**config.mk**
```make
export PLATFORM = sky130hd
export DESIGN_NAME = inport_fifo
export DESIGN_NICKNAME = d
export VERILOG_FILES = /design/src/rtl/inport_fifo.sv
export SDC_FILE = /design/constraint.sdc
export NUM_CORES = 1
export LEC_CHECK = 0
export ABC_AREA = 0
export BUFFER_PORTS_ARGS = -buffer_cell sky130_fd_sc_hd__buf_2
export CAP_MARGIN = 30
export CORE_UTILIZATION = 56
export CTS_CLUSTER_DIAMETER = 200
export CTS_CLUSTER_SIZE = 14
export DETAILED_ROUTE_END_ITERATION = 12
export HOLD_SLACK_MARGIN = 0.06
export MAX_ROUTING_LAYER = met4
export PLACE_DENSITY = 0.78
export SYNTH_ARGS = -nofsm -noshare
export SYNTH_HDL_FRONTEND = slang
export SYNTH_SLANG_ARGS = --single-unit
```
**constraint.sdc**
```tcl
create_clock -name Clock -period 2.4 [get_ports Clock]
set_input_delay 0.48 -clock Clock [delete_from_list [all_inputs] [get_ports Clock]]
set_output_delay 0.48 -clock Clock [all_outputs]
set_load 0.01 [all_outputs]
```
**src/rtl/inport_fifo.sv**
```systemverilog
// ---------------------------------------------------------------------------
// inport_fifo
//
// Buffered CPU input port. An external producer pushes words into a
// DEPTH-entry circular buffer through a valid/ready handshake. The CPU
// sees the oldest word on bus_data while Inportout is asserted and removes
// it with a one-cycle pop strobe.
//
// OVERWRITE = 0 : producer is back-pressured while the buffer is full.
// OVERWRITE = 1 : producer is always accepted. A push into a full buffer
//                 with no pop drops the oldest word and sets the sticky
//                 overflow flag.
//
// Ports
//   Clock      in   system clock, rising edge
//   clear      in   asynchronous active-high reset
//   in_valid   in   producer offers in_data
//   in_data    in   producer word
//   in_ready   out  buffer accepts in_data this cycle
//   Inportout  in   drive the head word onto bus_data
//   pop        in   remove the head word at the next edge
//   bus_data   out  head word when Inportout & ~empty, else zero
//   empty      out  no valid entries
//   full       out  DEPTH valid entries
//   count      out  number of valid entries
//   overflow   out  sticky "an entry was dropped" flag
//   ovf_clr    in   synchronous clear of overflow
// ---------------------------------------------------------------------------
module inport_fifo #(
    parameter int WIDTH     = 32,
    parameter int DEPTH     = 4,
    parameter int OVERWRITE = 0
) (
    input  logic                       Clock,
    input  logic                       clear,
    input  logic                       in_valid,
    input  logic [WIDTH-1:0]           in_data,
    output logic                       in_ready,
    input  logic                       Inportout,
    input  logic                       pop,
    output logic [WIDTH-1:0]           bus_data,
    output logic                       empty,
    output logic                       full,
    output logic [$clog2(DEPTH+1)-1:0] count,
    output logic                       overflow,
    input  logic                       ovf_clr
);

    localparam int PTR_W = $clog2(DEPTH);
    localparam int CNT_W = $clog2(DEPTH+1);
    localparam logic [CNT_W-1:0] CNT_MAX = CNT_W'(DEPTH);

    logic [WIDTH-1:0] mem [DEPTH];
    logic [PTR_W-1:0] head;
    logic [PTR_W-1:0] tail;

    logic push_req;
    logic pop_ok;
    logic drop;
    logic head_adv;

    // Occupancy comes from the separate counter, so a full buffer and an
    // empty one are never confused even though head == tail in both.
    assign empty = (count == '0);
    assign full  = (count == CNT_MAX);

    // in_ready depends only on registered state, never on in_valid.
    assign in_ready = (OVERWRITE != 0) ? 1'b1 : ~full;

    assign push_req = in_valid & in_ready;
    assign pop_ok   = pop & ~empty;

    // Overwrite of the oldest entry: only when full and the CPU is not
    // already making room with a pop in the same cycle.
    assign drop     = (OVERWRITE != 0) && push_req && full && !pop_ok;
    assign head_adv = pop_ok | drop;

    // Zero-gated so the port can be OR-ed onto a shared bus.
    assign bus_data = (Inportout && !empty) ? mem[head] : '0;

    always_ff @(posedge Clock or posedge clear) begin
        if (clear) begin
            head     <= '0;
            tail     <= '0;
            count    <= '0;
            overflow <= 1'b0;
        end else begin
            if (head_adv) begin
                head <= head + PTR_W'(1);
            end
            if (push_req) begin
                tail <= tail + PTR_W'(1);
            end
            // A push paired with a head advance (pop or drop) keeps count.
            if (push_req && !head_adv) begin
                count <= count + CNT_W'(1);
            end else if (!push_req && head_adv) begin
                count <= count - CNT_W'(1);
            end
            // Setting wins over a simultaneous clear request.
            if (drop) begin
                overflow <= 1'b1;
            end else if (ovf_clr) begin
                overflow <= 1'b0;
            end
        end
    end

    // Storage holds data only; its contents after reset are don't-care.
    always_ff @(posedge Clock) begin
        if (push_req) begin
            mem[tail] <= in_data;
        end
    end

endmodule

```
# [After elaboration in Yosys (flattened, before gate mapping)]
# Memory sizes are Yosys's and may differ from the RTL's.
# Cells that the tools add are included.
[word_totals] in_bits=38 latch_bits=0 rom_bits=0 mem_count=1 ramBits=128 reg_bits=7
[op_classes] n_bitwise=4 mux=5 div=0 shift=0 reduce_logical=8 add_sub_neg=4 magnitude_cmp=0 n_mul=0 eq_ne=1
[mem_list] memory="mem" words=4 width=32 read_ports=1 rd_clocked_by_memory_dff=0 wr=1 line="53" rtl="logic [WIDTH-1:0] mem [DEPTH];"
[op_table] op="32-bit two-way mux" count=1
[op_table] op="3-bit two-way mux" count=2
[op_table] op="2-bit by 1-bit adder with 2-bit output (second input constant)" count=2
[op_table] op="3-bit by 1-bit adder with 3-bit output (second input constant)" count=1
[op_table] op="3-bit == test (second input constant)" count=1
[op_table] op="1-bit logical AND" count=3
[op_table] op="1-bit zero test" count=3
[op_table] op="3-bit zero test" count=1
[op_table] op="3-bit by 1-bit subtractor with 3-bit output (second input constant)" count=1
[op_table] op="1-bit bitwise AND" count=2
[op_table] op="1-bit two-way mux" count=2
[op_table] op="1-bit inverter" count=2
[op_table] op="2-bit nonzero test" count=1

# [Longest topological paths before layout]
[logic_depth] word_depth=7 depth_mapped=11 depth_no_buf=10

# [Least setup slack after synthesis]
# No wires, ideal clock.
[synth_timing] path_kind="reg2reg" startpoint="register count[0]" endpoint="memory mem[0][0], enable pin" setup_slack_ns=0.189 arrival_ns=1.819 period_less_slack_ns=2.211 required_time_ns=2.008 stages_incl_launch_ff=7 setup_time_ns=0.392 path_cell_list="dfrtp_1 > nor2_1 > nand2_1 > inv_1 > nor2b_1 > buf_2 > and2_1"
[synth_via] elab_chain_cells=5
[synth_lines] item="from (decl)" line="44" rtl="output logic [$clog2(DEPTH+1)-1:0] count,"
[synth_lines] item="from (signal assigned)" line="96" rtl="count <= count + CNT_W'(1);"
[synth_lines] item="from (signal assigned)" line="98" rtl="count <= count - CNT_W'(1);"
[synth_lines] item="3-bit == test" line="65" rtl="assign full = (count == CNT_MAX);"
[synth_lines] item="1-bit inverter" line="68" rtl="assign in_ready = (OVERWRITE != 0) ? 1'b1 : ~full;"
[synth_lines] item="net in_ready" line="38" rtl="output logic in_ready,"
[synth_lines] item="1-bit bitwise AND" line="70" rtl="assign push_req = in_valid & in_ready;"
[synth_lines] item="net push_req" line="57" rtl="logic push_req;"
[synth_lines] item="1-bit two-way mux" line="111" rtl="if (push_req) begin"
[synth_lines] item="1-bit two-way mux (not written as such)" line="112" rtl="mem[tail] <= in_data;"
[synth_lines] item="to (decl)" line="53"
# The timed path passes the listed nets, and every way through them passes these cells.

# [Worst setup path after layout]
[layout_timing] startpoint="register head[0]" endpoint="output bus_data[28]"
[layout_via] elab_chain_cells=2
[layout_lines] item="from (decl)" line="54" rtl="logic [PTR_W-1:0] head;"
[layout_lines] item="from (signal assigned)" line="89" rtl="head <= head + PTR_W'(1);"
[layout_lines] item="memory read 4 x 32 bit"
[layout_lines] item="32-bit two-way mux" line="79" rtl="assign bus_data = (Inportout && !empty) ? mem[head] : '0;"
[layout_lines] item="to (decl)" line="41" rtl="output logic [WIDTH-1:0] bus_data,"
# No other way between the ends.

==> qor.csv <==
metric,value,unit
outcome,"finished, violations left",
violations,negative setup slack,
clock_power_share,29.9,%
drv_slew,0,
cts_inserted_buffers,17,
clkTransAtPathRegs,0.06,ns
synth_top_cell_by_area,edfxtp_1,
share_comb_of_total_power,32.2,%
fmax,405,MHz
grt_max_degree,35,
n_fill_cell,542,
dr.pass1.iters,4,
grtUsageMet3,5.55,%
grt_setup_unrepaired,true,
ys_types,24,
grtUsageMet1,27.3,%
dp_hpwl,5370,um
seq_area_frac_synth,75.5,%
path_max_fanout,15,
synth-seq-cells,135,
avgSynthCellArea,21.5,sq um
hold_class,input port to flip-flop,
drt-total-wl,9780,um
timing.final.crit_period,2.47,ns
cts-root-buf,clkbuf_8,
path_cells,buf_12 > mux4_2 > and3_4 > buf_6,
ys.flop_type,edfxtp_1,
yosys.cell_count.top_type,edfxtp_1,
place_congestion,0.740,
p_int,0.00635,W
synth_common_cells,"edfxtp_1, and3_1, mux4_2, clkbuf_1, dfrtp_1",
multi_input_comb_area,1260,sq um
wl_per_cell,20.3,um
skew,0.00575,ns
post-route-period-util,103,%
cp.arrival,1.99,ns
seq_area,4020,sq um
yosysTopAreaCellShare,72.2,%
synthToLayoutAreaGrowth,27.3,%
overflow,0,
critical_path.max_stage_delay,0.53,ns
grtUsageTotal,22.2,%
ff2ff_path_depth,8,
critical_path_class,flip-flop to output pin,
finalSetupViolCount,32,
power.leakage,2.49,nW
synthesis.nets,292,
die_width,99.5,um
dp_slack,0.317,ns
tritoncts,built,
switching_power,0.00239,W
numPortBuffers,74,
busiest_layer,met2,
antenna_found_initial,0,
cp_top_family,multiplexers,
diodes,0,
cap_viol_max_count,0,
path_depth,4,
ir_drop,0.000691,V
slew_headroom,56.6,%
cts.sinks,135,
async_flop_share,5.19,%
use_met2,36.1,%
finalHoldViolations,0,
core_area,9240,sq um
final_area,6780,sq um
drtIter0Drc,121,
first_global_vias,2798,
tightest_slew,0.652,ns
startpoint_type,flip-flop,
fin_nets,385,
layout_setup_ws,-0.0688,ns
pwr-share-seq,38.0,%
end_kind,output pin,
std_cell_rows,35,
routed_via_density,5.60,
netlist_top_cells_area,"edfxtp_1, mux4_2, and3_1",
crit_buf_inv,2,
clk_latency,0.52,ns
postSynthCellCount,248,
post-route-util,73.4,%
ant_nets,0,
initial_core_util,57.6,%
vias,2705,
placed_area,5890,sq um
cp.required,1.92,ns
yosys_warnings,0,
p_sw_share,27.3,%
drive_gt1_share,51.1,%
power_density,1290,nW/um^2
grt_pass1_wl,14900,um
min_path_cells,1,
synth_edf_count,128,
remaining_drc_errors,0,
cts_max_level,4,
die_y,99.5,um
cp_slowest_cell,mux4_2,
synth_area,5330,sq um
clock_path_buffers,2,
io_pins,77,
dieArea,9900,sq um
kinds of logic after synthesis:
group                      after synthesis  synth area share [%]
xor gates and xnor gates                 6                 0.987
other                                    1                0.0704
buffers and inverters                   23                  2.84
and+or+nand+nor                         43                  4.84
muxes                                   34                  14.2
DFF                                    135                  75.5
adders and majority gates                6                  1.55
final timing paths:
path	endpoint	slack, ns	startpoint
setup / recovery	bus_data[28]	-0.07	head[0]
setup reg to reg	count[2]	0.28	count[0]
max in group asynchronous	head[1]	1.68	clear
min in group asynchronous	tail[0]	0.46	clear
hold / removal	mem[0][26]	0.18	in_data[26]
hold reg to reg	count[2]	0.53	count[2]
per-layer routing:
layer | vias up | part of all wire (%)
li1 | 1193 | -
met2 | 81 | 53
met3 | 15 | 3.7
met1 | 1416 | 41
met4 | 0 | 1.4
met5 | - | 0
flip-flops by register name, indices dropped and copies added, names as in the netlist:
register  cells
count         3
mem         128
head          2
tail          2
power groups by stage:
stage / clock, W / combinational [W] / sequential [W]
after floorplan: 0 / 0.00166 / 0.00329
after global routing: 0.00273 / 0.00301 / 0.00336
after detailed placement: 0 / 0.00231 / 0.00338
final: 0.00261 / 0.00281 / 0.00332
after CTS: 0.00263 / 0.00284 / 0.00332
after global placement: 0 / 0.00226 / 0.00335
through the flow:
step           total power, W  TNS, ns  std cells  hold slack (ns)
6_report              0.00874    -1.11        483            0.177
5_1_grt               0.00911    -3.29        483            0.161
4_1_cts               0.00879    -2.21        484            0.162
3_5_place_dp          0.00569        0        446            0.435
3_3_place_gp          0.00561        0        446            0.421
2_1_floorplan         0.00495        0        248            0.283
cell type report:
| cell class | instances | share of cell area [%] |
|---|---|---|
| Inverter | 6 | 0.332 |
| Tap cell | 129 | 2.38 |
| Multi-Input combinational cell | 90 | 18.6 |
| Clock inverter | 14 | 2.69 |
| Clock buffer | 18 | 6.16 |
| Timing Repair Buffer | 91 | 10.5 |
| Sequential cell | 135 | 59.3 |
layout by cell type (no fill, tap or decap), drive strengths merged:
cell         count
buf             90
dfrtp            7
conb             1
edfxtp         128
xor2             2
mux4            32
nor2b            1
xnor2            4
fa               1
or3              1
inv              6
and3            32
nand2            2
nor2             2
dlygate4sd3      1
bufinv           4
and2             4
mux2             2
clkinv           7
clkbuf          18
ha               5
clkinvlp         3
nand3            1
what timing repair did:
item,4_1_cts,5_1_grt
buffers inserted,4,0
cloned,1,0
hold buffers,1,0
setup endpoints to repair,32,32
hold endpoints to repair,7,0
gates resized for setup,47,7
Power figures use the tool's default switching activity.
